==> src/rtl/mem_access_unit_pkg.sv <==
// Shared types for the memory access unit.
//   state_t : FSM encoding (2-bit)
//   acc_t   : decoded access type
//   mreq_t  : request latched on IDLE->BUSY and held for the whole access
// TIMEOUT_CYCLES_DEF is the default BUSY-cycle limit used when the
// MEM_TIMEOUT_EN build option is enabled.
package mem_access_unit_pkg;

  typedef enum logic [1:0] {
    ST_IDLE  = 2'd0,
    ST_BUSY  = 2'd1,
    ST_DONE  = 2'd2,
    ST_ERROR = 2'd3
  } state_t;

  typedef enum logic [1:0] {
    ACC_NONE  = 2'd0,
    ACC_FETCH = 2'd1,
    ACC_LOAD  = 2'd2,
    ACC_STORE = 2'd3
  } acc_t;

  typedef struct packed {
    acc_t        kind;
    logic        we;
    logic [31:0] addr;
    logic [31:0] wdata;
  } mreq_t;

  localparam int TIMEOUT_CYCLES_DEF = 16;

  // Fetch wins if the controller ever raises IRWrite together with a data access.
  function automatic acc_t decode_acc(input logic irwrite, input logic adrsrc,
                                      input logic memwrite);
    if (irwrite)                return ACC_FETCH;
    else if (adrsrc && memwrite) return ACC_STORE;
    else if (adrsrc)             return ACC_LOAD;
    else                         return ACC_NONE;
  endfunction

endpackage

==> src/rtl/mem_watchdog.sv <==
// BUSY-cycle watchdog for the memory access unit.
//   clk, rst : clock, async active-high reset
//   clear    : restart count (BUSY entry)
//   enable   : count this cycle (BUSY without ack)
//   expired  : this counted cycle is the LIMIT-th one
module mem_watchdog #(
  parameter int LIMIT = 16
) (
  input  logic clk,
  input  logic rst,
  input  logic clear,
  input  logic enable,
  output logic expired
);

  logic [7:0] cnt;

  always_ff @(posedge clk or posedge rst) begin
    if (rst)         cnt <= '0;
    else if (clear)  cnt <= '0;
    else if (enable) cnt <= cnt + 8'd1;
  end

  // cnt holds the ack-less BUSY cycles already elapsed, so the current
  // cycle is the LIMIT-th when cnt == LIMIT-1.
  assign expired = enable && (cnt == 8'(LIMIT - 1));

endmodule

==> src/rtl/mem_access_unit.sv <==
// Multicycle-CPU memory access unit: turns controller strobes into a
// req/ack memory handshake and stalls the controller until it completes.
//   clk, rst                      : clock, async active-high reset
//   PC, ALUResult, WriteData      : fetch address, data address, store data
//   IRWrite, AdrSrc, MemWrite     : controller strobes (access decode)
//   Instr, OldPC, Data            : instruction reg, its PC, memory data reg
//   stall                         : freeze controller while an access is live
//   mem_req/mem_we/mem_addr/mem_wdata, mem_ack/mem_rdata : memory side
//   err                           : sticky timeout flag
// Build option: define MEM_TIMEOUT_EN to enable the BUSY watchdog
// (TIMEOUT_CYCLES); otherwise BUSY waits forever and err is tied 0.
module mem_access_unit
  import mem_access_unit_pkg::*;
#(
  parameter int TIMEOUT_CYCLES = TIMEOUT_CYCLES_DEF
) (
  input  logic        clk,
  input  logic        rst,
  input  logic [31:0] PC,
  input  logic [31:0] ALUResult,
  input  logic [31:0] WriteData,
  input  logic        IRWrite,
  input  logic        AdrSrc,
  input  logic        MemWrite,
  output logic [31:0] Instr,
  output logic [31:0] OldPC,
  output logic [31:0] Data,
  output logic        stall,
  output logic        mem_req,
  output logic        mem_we,
  output logic [31:0] mem_addr,
  output logic [31:0] mem_wdata,
  input  logic        mem_ack,
  input  logic [31:0] mem_rdata,
  output logic        err
);

  if (TIMEOUT_CYCLES < 2 || TIMEOUT_CYCLES > 255) begin : g_bad_timeout
    $error("mem_access_unit: TIMEOUT_CYCLES out of range 2..255");
  end

  state_t state, state_nxt;
  acc_t   acc;
  mreq_t  lat;
  logic   start, ack_ok, expired;

  assign acc    = decode_acc(IRWrite, AdrSrc, MemWrite);
  assign start  = (state == ST_IDLE) && (acc != ACC_NONE);
  assign ack_ok = (state == ST_BUSY) && mem_ack;

  // state register
  always_ff @(posedge clk or posedge rst) begin
    if (rst) state <= ST_IDLE;
    else     state <= state_nxt;
  end

  // next state; ack beats a simultaneous timeout
  always_comb begin
    state_nxt = state;
    case (state)
      ST_IDLE:  if (start) state_nxt = ST_BUSY;
      ST_BUSY: begin
        if (mem_ack)      state_nxt = ST_DONE;
        else if (expired) state_nxt = ST_ERROR;
      end
      ST_DONE:  state_nxt = ST_IDLE;
      ST_ERROR: state_nxt = ST_ERROR;
      default:  state_nxt = ST_IDLE;
    endcase
  end

  // outputs are decoded from the state register so an async reset drops
  // mem_req without waiting for an edge
  always_comb begin
    stall   = 1'b0;
    mem_req = 1'b0;
    mem_we  = 1'b0;
    case (state)
      ST_IDLE:  stall = start;
      ST_BUSY: begin
        stall   = 1'b1;
        mem_req = 1'b1;
        mem_we  = lat.we;
      end
      ST_ERROR: stall = 1'b1;
      default: ;
    endcase
  end

  assign mem_addr  = lat.addr;
  assign mem_wdata = lat.wdata;

  // request latch: address/data frozen for the whole BUSY phase
  always_ff @(posedge clk or posedge rst) begin
    if (rst) lat <= '0;
    else if (start) begin
      lat.kind  <= acc;
      lat.we    <= (acc == ACC_STORE);
      lat.addr  <= (acc == ACC_FETCH) ? PC : ALUResult;
      lat.wdata <= WriteData;
    end
  end

  // result capture on the acked edge; stores touch nothing
  always_ff @(posedge clk or posedge rst) begin
    if (rst) begin
      Instr <= '0;
      OldPC <= '0;
      Data  <= '0;
    end else if (ack_ok) begin
      case (lat.kind)
        ACC_FETCH: begin
          Instr <= mem_rdata;
          OldPC <= PC;
        end
        ACC_LOAD:  Data <= mem_rdata;
        default: ;
      endcase
    end
  end

`ifdef MEM_TIMEOUT_EN
  logic err_q;

  mem_watchdog #(.LIMIT(TIMEOUT_CYCLES)) u_wdog (
    .clk    (clk),
    .rst    (rst),
    .clear  (start),
    .enable ((state == ST_BUSY) && !mem_ack),
    .expired(expired)
  );

  always_ff @(posedge clk or posedge rst) begin
    if (rst)                                   err_q <= 1'b0;
    else if ((state == ST_BUSY) && !mem_ack && expired) err_q <= 1'b1;
  end

  assign err = err_q;
`else
  assign expired = 1'b0;
  assign err     = 1'b0;
`endif

endmodule

==> config.mk <==
export PLATFORM = sky130hd
export DESIGN_NAME = mem_access_unit
export DESIGN_NICKNAME = d
export VERILOG_FILES = /design/src/rtl/mem_access_unit_pkg.sv /design/src/rtl/mem_watchdog.sv /design/src/rtl/mem_access_unit.sv
export SDC_FILE = /design/constraint.sdc
export NUM_CORES = 1
export LEC_CHECK = 0
export ABC_CLOCK_PERIOD_IN_PS = 6400
export BUFFER_PORTS_ARGS = -buffer_cell sky130_fd_sc_hd__buf_2
export CAP_MARGIN = 20
export CORE_ASPECT_RATIO = 1.4
export CORE_MARGIN = 10
export CORE_UTILIZATION = 48
export DETAILED_ROUTE_END_ITERATION = 7
export PLACE_DENSITY_LB_ADDON = 0.05
export SYNTH_ARGS = -nofsm -noshare
export SYNTH_HDL_FRONTEND = slang
export SYNTH_SLANG_ARGS = --single-unit
export TNS_END_PERCENT = 100
==> constraint.sdc <==
create_clock -name clk -period 6.4 [get_ports clk]
set_input_delay 0.32 -clock clk [delete_from_list [all_inputs] [get_ports clk]]
set_output_delay 0.32 -clock clk [all_outputs]
set_load 0.02 [all_outputs]
==> impl_metrics.yaml, run 1 <==
clocking:
  cts.clk_slew.worst_paths_ps: 60
  cts_htree_levels: 4
  clock_path_buffers: 2
  numCtsBuffers: 17
  holdBufCountCts: 0
  cts_root_buffer: "clkbuf_16"
  cts_tree: "built"
  ctsResizeCount: 0
  cts.sinks: 165
  post-cts-setup-buffers: 0
  clk_latency_ps: 420
synthesis:
  ys_warn_count: 0
  synth_ff_type: "dfrtp_1"
  synth_cell_type_count: 21
  netlist_instances: 509
  synth_seq_area_share_pct: 58.98
  synthTopCellsByCount: "165 x dfrtp_1, 128 x mux2_2, 70 x buf_4, 34 x nand2_1"
  synth_area_leaders: "dfrtp_1 59%, mux2_2 21%, buf_4 7.5%"
  yosysTopAreaCell: "dfrtp_1"
  synth_area_per_cell_sq_um: 13.75
  post-synth-top-count-cell: "dfrtp_1"
  yosys.area.top_type_share_pct: 58.98
  syn-num-nets: 648
  synth_edf_count: 0
  syn_area_sq_um: 7000
  async_flop_share_pct: 100.0
  ys_ff_latch: 165
routing:
  drcViolationCount: 0
  drt-total-wl_um: 18340
  avgRoutedWirePerCell_um: 19.40
  dr_total_vias: 4572
  first_pass_iters: 4
  drtIter0Drc: 262
  ant_nets: 0
  vias_per_cell: 4.838
worst_hold_path:
  hp-class: "input port to async pin"
grt:
  grt_max_degree: 86
  grt_pass1_wl_um: 27790
  grt_antenna_before_repair: 4
  first_global_vias: 5094
  grt_overflow: 0
  grt_usage_pct: 18.05
worst_setup_path:
  reg2reg_depth: 5
  cp.required_ps: 6690
  path_cells: "inv_1 > ha_1 > nand4b_1 > buf_4 > mux2_2"
  critPathMaxFanout: 48
  cp_slowest_cell: "nand4b_1"
  endpoint_kind: "register"
  critical_path_class: "register to register"
  slowest_delay_ps: 810
  cp-start-kind: "register"
  critPathArrivalTime_ps: 3010
die:
  rows: 52
  die_w_um: 122.1
  die_y_um: 162.9
  io_pins: 298
  die_area_sq_um: 19880
  coreArea_sq_um: 14380
  initial_utilization_pct: 48.69
timing:
  finalSetupViolCount: 0
  timing.final.crit_share_pct: 42.48
  relSlewSlack_pct: 31.32
  fmax_mhz: 367.8
  drv_slew: 0
  holdWs_ps: 48.61
  rsz0062_at_grt: "false"
  worstMarginPinSlew_ps: 1025
  fin_setup_tns_ps: 0
  fin_crit_ps: 2719
  hold_violations: 0
  fin_worst_skew_ps: 13.47
finish:
  stdcell_count: 945
  area_delta_synth_final_pct: 24.86
  drive_gt1_share_pct: 61.49
  fin_area_sq_um: 8741
  final_nets: 879
  fillerInstances: 1220
outcome:
  status: "completed"
placement:
  dp.cells: 909
  post_dp_cell_area_sq_um: 8140
  io_buffers: 296
  gp_congestion: 0.7646
  dp_hpwl_um: 14070
pwr:
  powerDensity_nw_per_um2: 241.8
  vdd_drop_max_mv: 0.1425
  power.leakage_uw: 0.005201
  p_total_uw: 2113
run:
  cap_violations: 0
-- state kept, by name, summed over array words and instances, names as in the netlist --
name and flops:
mem_wdata 32, Data 32, OldPC 32, Instr 32, lat 3, state 2
mem_addr 32
-- worst max-delay path, delay by kind of cell (launching register included) --
| kind | cells | cell delay [ps] |
|---|---|---|
| muxes | 1 | 370 |
| adders and majority gates | 1 | 190 |
| DFF | 1 | 410 |
| buffers and inverters | 2 | 770 |
| and+or+nand+nor | 1 | 810 |
-- metrics by stage --
stage	utilization [%]	setup WS [ps]
2_1_floorplan	-	1618
3_3_place_gp	56.61	3485
3_5_place_dp	56.61	3379
4_1_cts	60.60	3394
5_1_grt	60.76	3525
6_report	60.79	3681
-- cell type report --
type | instances | area, sq um | share of cell area, %
clock inverters | 14 | 143.9 | 1.646
diodes | 3 | 7.507 | 0.08589
repair buffers | 302 | 1539 | 17.61
clock buffers | 18 | 429.2 | 4.910
inverters | 4 | 20.02 | 0.2290
well taps | 189 | 236.5 | 2.705
flip-flops and latches | 165 | 4129 | 47.24
multi-input cells | 250 | 2236 | 25.58
-- final timing paths --
kind	from	to	slack (ps)
setup / recovery	state[1]	OldPC[28]	3680
hold / removal	rst	Instr[7]	50
setup reg to reg	state[1]	OldPC[28]	3680
hold reg to reg	mem_addr[2]	mem_addr[2]	480
max in group asynchronous	rst	mem_wdata[10]	4860
min in group clk	WriteData[8]	mem_wdata[8]	130
-- cells by family (layout without fill, tap and decap cells) --
kind of cell	count (synthesis)	in the layout	synth area share, %
flip-flops	165	165	58.98
AO/OA/AOI/OAI	41	41	3.200
multiplexers	161	161	25.31
AND/OR/NAND/NOR	42	42	2.484
buffers and inverters	94	338	9.079
other	1	4	0.05357
adder cells (fa/ha/maj)	5	5	0.8937
-- routing by layer --
layer  track usage, %  vias up  share of wire (%)  wire, um
met4            6.337        0                1.6       290
met1            18.56     2217                 35      6394
met3            9.091       16                 12      2145
li1                 -     2150                  -         -
met2            30.86      189                 52      9506
met5                0        -                  0         0
-- cells in the final DEF, fill, tap and decap left out, types with 4 or more instances in the layout --
cell / count
o21ai_0: 33
buf_2: 296
inv_6: 5
mux2i_1: 33
clkinv_4: 5
clkbuf_16: 17
buf_4: 5
a21oi_1: 4
ha_1: 5
nand2_1: 34
dfrtp_1: 165
mux2_2: 128
-- power breakdown --
| group | switching, uW | internal, uW |
|---|---|---|
| clock network | 435 | 548 |
| logic | 47.6 | 39.8 |
| registers | 0 | 1040 |
Power figures use the tool's default switching activity.
==> run 2, diff against run 1 <==
--- a/config.mk
+++ b/config.mk
@@ -5,7 +5,7 @@
 export SDC_FILE = /design/constraint.sdc
 export NUM_CORES = 1
 export LEC_CHECK = 0
-export ABC_CLOCK_PERIOD_IN_PS = 6400
+export ABC_CLOCK_PERIOD_IN_PS = 2800
 export BUFFER_PORTS_ARGS = -buffer_cell sky130_fd_sc_hd__buf_2
 export CAP_MARGIN = 20
 export CORE_ASPECT_RATIO = 1.4
==> constraint.sdc (replaced) <==
create_clock -name clk -period 2.8 [get_ports clk]
set_input_delay 0.14 -clock clk [delete_from_list [all_inputs] [get_ports clk]]
set_output_delay 0.14 -clock clk [all_outputs]
set_load 0.02 [all_outputs]
==> run 2 against run 1 <==
Compared with the run above:
- utilization grew 6.9 points
- sequential power rose by 130%
- routed wire length up 5.6%
- flip-flop and latch count unchanged
- register-to-register slack worse by 2800 ps
- clock-buffer cell count increased by 1
- first-iteration DRC count fell by 18%
- clock skew decreased by 6.3 ps
- total power grew 130%
- setup slack got worse by 3200 ps
- worst hold slack got worse by 34 ps
- clock power increased by 120%
- critical path type is now register to primary output
==> impl_metrics.yaml, run 2 (synthesized netlist as in run 1, its figures left out) <==
timing:
  hold_violations: 0
  fin_crit_ps: 2299
  timing.final.crit_share_pct: 82.12
  worstMarginPinSlew_ps: 822.4
  fmax_mhz: 434.9
  fin_worst_skew_ps: 7.140
  relSlewSlack_pct: 45.17
  drv_slew: 0
  rsz0062_at_grt: "false"
  fin_setup_tns_ps: 0
  finalSetupViolCount: 0
routing:
  ant_nets: 0
  drtIter0Drc: 215
  drt-total-wl_um: 19360
  avgRoutedWirePerCell_um: 18.51
  first_pass_iters: 4
  vias_per_cell: 4.792
  dr_total_vias: 5012
  drcViolationCount: 0
worst_setup_path:
  cp-start-kind: "register"
  path_delay_family: "buffers and inverters"
  path_cells: "inv_1 > ha_1 > o21ai_4 > buf_12 > a21oi_1 > buf_2"
  critPathArrivalTime_ps: 2160
  slowest_delay_ps: 420
  critical_path_class: "register to primary output"
  endpoint_kind: "primary output"
  cp.required_ps: 2660
  cp_slowest_cell: "dfrtp_1"
  critPathMaxFanout: 41
  crit_buf_inv: 3
worst_hold_path:
  hp-class: "input port to register"
grt:
  grt_max_degree: 98
  grt_pass1_wl_um: 29940
  grt_usage_pct: 19.13
  first_global_vias: 5657
  grt_antenna_before_repair: 3
  grt_overflow: 0
finish:
  fin_area_sq_um: 9733
  area_delta_synth_final_pct: 39.03
  final_nets: 979
  mostFrequentLayoutCells: "296 x buf_2, 165 x dfrtp_1, 128 x mux2_2"
  layout_commonest_cell: "buf_2"
  drive_gt1_share_pct: 54.63
placement:
  dp_hpwl_um: 14160
  post_dp_cell_area_sq_um: 8194
  io_buffers: 296
  gp_congestion: 0.8265
pwr:
  power.leakage_uw: 0.005611
  powerDensity_nw_per_um2: 501.3
  vdd_drop_max_mv: 0.3495
  p_total_uw: 4880
clocking:
  cts_root_buffer: "clkbuf_16"
  cts.sinks: 165
  numCtsBuffers: 17
  clk_latency_ps: 410
  cts_htree_levels: 4
  post-cts-setup-buffers: 0
  cts.clk_slew.worst_paths_ps: 60
  cts_tree: "built"
  clock_path_buffers: 2
outcome:
  status: "completed"
run:
  cap_violations: 0
die:
  die_area_sq_um: 19880
  die_w_um: 122.1
  coreArea_sq_um: 14380
  rows: 52
  io_pins: 298
  die_y_um: 162.9
  initial_utilization_pct: 48.69
==> run 2: through the flow <==
stage,hold slack (ps),util [%],std cells,setup slack (ps)
after floorplan,290.4,-,509,561.2
after global routing,21.74,67.67,1045,315.6
after global placement,338.7,56.99,913,950.1
final,14.80,67.69,1046,500.6
after detailed placement,349.6,56.99,913,857.1
after CTS,0.9724,67.62,1042,444.4
==> run 2: path summary, 6_finish.rpt <==
kind / startpoint / to / slack [ps] / cells after the start
min in group asynchronous: rst / mem_wdata[0] / 440 / 4
worst min-delay path: ALUResult[23] / mem_addr[23] / 10 / 3
max in group asynchronous: rst / Data[20] / 1660 / 4
worst max-delay path: state[0] / stall / 500 / 6
worst max register to register: state[0] / mem_wdata[23] / 870 / 5
worst min register to register: mem_addr[19] / mem_addr[19] / 480 / 2
==> run 2: cell type report <==
class | instances | area (sq um)
multi-input combinational | 250 | 2236
inverter | 4 | 18.77
timing repair buffer | 402 | 2545
tap | 189 | 236.5
sequential | 165 | 4129
fill | 1081 | 4646
clock buffer | 19 | 442.9
antenna | 4 | 10.01
clock inverter | 13 | 115.1
==> run 2: worst register-to-register path, stage by stage (launching register included) <==
cell     delay [ps]
dfrtp_1         410
inv_1           100
ha_1            310
o21ai_4         290
buf_4           340
mux2_2          360
==> run 2: per-layer routing <==
metal  vias to the layer above  global-route usage [%]  part of all wire (%)
met5                         -                       0                     0
met4                         0                   8.002                   2.2
met3                        26                   7.911                   9.3
met2                       190                   33.51                    53
met1                      2451                   19.52                    36
li1                       2345                       -                     -
==> run 2: repair_timing <==
item                                   4_1_cts  5_1_grt
resized for setup                            0        0
hold buffers                                97        0
endpoints found under the hold margin      225        0
==> run 2: where the power goes <==
group          internal [uW]  total [uW]  leakage [uW]  switching, uW
Clock                   1190        2180      0.000271            992
Sequential              2380        2380       0.00229              0
Combinational            182         314       0.00305            132
Total                   3760        4880       0.00561           1120
==> run 3, diff against run 2 <==
--- a/config.mk
+++ b/config.mk
@@ -5,12 +5,13 @@
 export SDC_FILE = /design/constraint.sdc
 export NUM_CORES = 1
 export LEC_CHECK = 0
-export ABC_CLOCK_PERIOD_IN_PS = 2800
+export ABC_AREA = 1
+export ABC_CLOCK_PERIOD_IN_PS = 2300
 export BUFFER_PORTS_ARGS = -buffer_cell sky130_fd_sc_hd__buf_2
 export CAP_MARGIN = 20
 export CORE_ASPECT_RATIO = 1.4
 export CORE_MARGIN = 10
-export CORE_UTILIZATION = 48
+export CORE_UTILIZATION = 49
 export DETAILED_ROUTE_END_ITERATION = 7
 export PLACE_DENSITY_LB_ADDON = 0.05
 export SYNTH_ARGS = -nofsm -noshare
==> constraint.sdc (replaced) <==
create_clock -name clk -period 2.3 [get_ports clk]
set_input_delay 0.115 -clock clk [delete_from_list [all_inputs] [get_ports clk]]
set_output_delay 0.115 -clock clk [all_outputs]
set_load 0.02 [all_outputs]
==> run 3 against run 2 <==
Compared with the run above:
- flip-flop and latch count stayed put
- routed wire length is 25% higher
- total power grew to 2.9 times the previous value
- first-iteration DRC count increased by 110%
- clock power rose by 31%
- synthesized cell count increased by 77%
- combinational power rose to 20 times the previous value
- sequential share of layout area decreased by 2.9 points
- worst hold slack improved by 3.8 ps
- global-route usage increased by 4.5 points
- cell count increased by 39%
- critical endpoint unchanged
==> impl_metrics.yaml, run 3 <==
outcome:
  status: "completed"
placement:
  io_buffers: 296
  dp_hpwl_um: 16190
  gp_congestion: 0.8745
  dp.cells: 1291
routing:
  ant_nets: 0
  first_pass_iters: 5
  dr_total_vias: 6974
  vias_per_cell: 4.806
  avgRoutedWirePerCell_um: 16.70
  drt-total-wl_um: 24230
  drtIter0Drc: 451
  drcViolationCount: 0
grt:
  grt_usage_pct: 23.61
  grt_max_degree: 97
  first_global_vias: 7280
  grt_antenna_before_repair: 1
  grt_overflow: 0
  grt_pass1_wl_um: 38180
finish:
  drive_gt1_share_pct: 28.28
  fillerInstances: 1247
  stdcell_count: 1451
  antenna_cells: 0
  final_nets: 1385
  area_delta_synth_final_pct: 40.84
  layout_commonest_cell: "nand2_1"
  mostFrequentLayoutCells: "492 x nand2_1, 296 x buf_2, 165 x dfrtp_1"
worst_setup_path:
  endpoint_kind: "primary output"
  reg2reg_depth: 7
  cp.required_ps: 2180
  cp-start-kind: "register"
  critPathMaxFanout: 7
  critical_path_class: "register to primary output"
  critPathArrivalTime_ps: 1880
die:
  coreArea_sq_um: 14920
  rows: 53
  die_area_sq_um: 20530
  initial_utilization_pct: 49.71
  die_y_um: 165.6
  die_w_um: 124.0
  io_pins: 298
clocking:
  clock_path_buffers: 2
  cts_htree_levels: 4
  cts.clk_slew.worst_paths_ps: 60
  cts_root_buffer: "clkbuf_16"
  ctsResizeCount: 0
  cts.sinks: 165
  numCtsBuffers: 17
  cts_tree: "built"
  clk_latency_ps: 420
timing:
  holdWs_ps: 18.58
  finalSetupViolCount: 0
  fin_crit_ps: 1991
  timing.final.crit_share_pct: 86.56
  rsz0062_at_grt: "false"
  worstMarginPinSlew_ps: 657.2
  relSlewSlack_pct: 56.02
  drv_slew: 0
  fin_setup_tns_ps: 0
  fin_worst_skew_ps: 14.32
  fmax_mhz: 502.3
  hold_violations: 0
synthesis:
  synth_ff_type: "dfrtp_1"
  synth_area_per_cell_sq_um: 8.223
  synth_edf_count: 0
  synth_cell_type_count: 16
  yosys.area.top_type_share_pct: 55.67
  ys_ff_latch: 165
  post-synth-top-count-cell: "nand2_1"
  ys_warn_count: 0
  synth_area_leaders: "dfrtp_1 56%, nand2_1 25%, buf_4 7.8%"
  netlist_instances: 902
  synthTopCellsByCount: "493 x nand2_1, 165 x dfrtp_1, 99 x nand3_1, 77 x buf_4, 31 x buf_2"
  synth_seq_area_share_pct: 55.67
  async_flop_share_pct: 100.0
  syn-num-nets: 1041
  yosysTopAreaCell: "dfrtp_1"
  syn_area_sq_um: 7417
run:
  cap_violations: 0
worst_hold_path:
  hp-class: "input port to register"
  min_path_cells: 5
pwr:
  powerDensity_nw_per_um2: 1345
  power.leakage_uw: 0.006044
  vdd_drop_max_mv: 0.6997
run 3: power by group:
part	leakage [uW]	internal [uW]	switching (uW)	total, uW
registers	0.00208	4210	719	4930
logic	0.00368	2000	4270	6270
clock network	0.000287	1580	1270	2850
run 3: path summary, 6_finish.rpt:
path | start | end | slack (ps)
min in group asynchronous | rst | mem_addr[13] | 280
min reg2reg | Instr[4] | Instr[4] | 470
max | state[0] | stall | 310
max reg2reg | state[1] | Instr[18] | 490
min | ALUResult[29] | mem_addr[29] | 20
max in group asynchronous | rst | Data[7] | 1170
run 3: logic make-up after synthesis:
kind of cell	count (synthesis)	share of synthesized area [%]
buf+inv	127	10.95
other cells	1	0.05056
simple gates	600	32.17
flops	165	55.67
compound gates	4	0.3205
fa+ha+maj	5	0.8435
run 3: timing repair:
| item | in CTS | in global routing |
|---|---|---|
| buffers inserted | 0 | 0 |
| endpoints found under the hold margin | 175 | 0 |
| hold buffers | 128 | 0 |
run 3: layer usage:
metal / wire [um] / up-vias / GRT usage [%] / part of all wire, %
met4: 897 / 2 / 11.18 / 3.7
met2: 11920 / 298 / 38.65 / 49
li1: - / 3412 / - / -
met1: 9296 / 3201 / 27.55 / 38
met5: 17 / - / 0 / 0.070
met3: 2101 / 61 / 7.315 / 8.7
run 3: cell type report:
| cell class | count | area (sq um) | share of cell area (%) |
|---|---|---|---|
| inverter | 12 | 48.80 | 0.4671 |
| multi-input combinational | 610 | 2499 | 23.92 |
| clock inverter | 14 | 157.7 | 1.509 |
| tap | 192 | 240.2 | 2.300 |
| sequential | 165 | 4129 | 39.53 |
| timing repair buffer | 440 | 2933 | 28.08 |
| clock buffer | 18 | 439.2 | 4.204 |
run 3: critical path, stage by stage, from the launching register on:
cell,delay (ps)
dfrtp_1,430
inv_1,100
ha_1,280
inv_2,70
nor2_4,240
nor2_1,70
nor2_1,90
buf_2,200
run 3: per-stage QoR:
stage          cell area [sq um]  utilization, %  worst slack (ps)  total power, uW
2_1_floorplan               7421               -             86.22             9512
3_3_place_gp                8568           57.43             576.7            10980
3_5_place_dp                8568           57.43             534.8            11080
4_1_cts                    10450           70.01             281.1            14170
5_1_grt                    10450           70.01             173.3            15020
6_report                   10450           70.01             309.1            14050
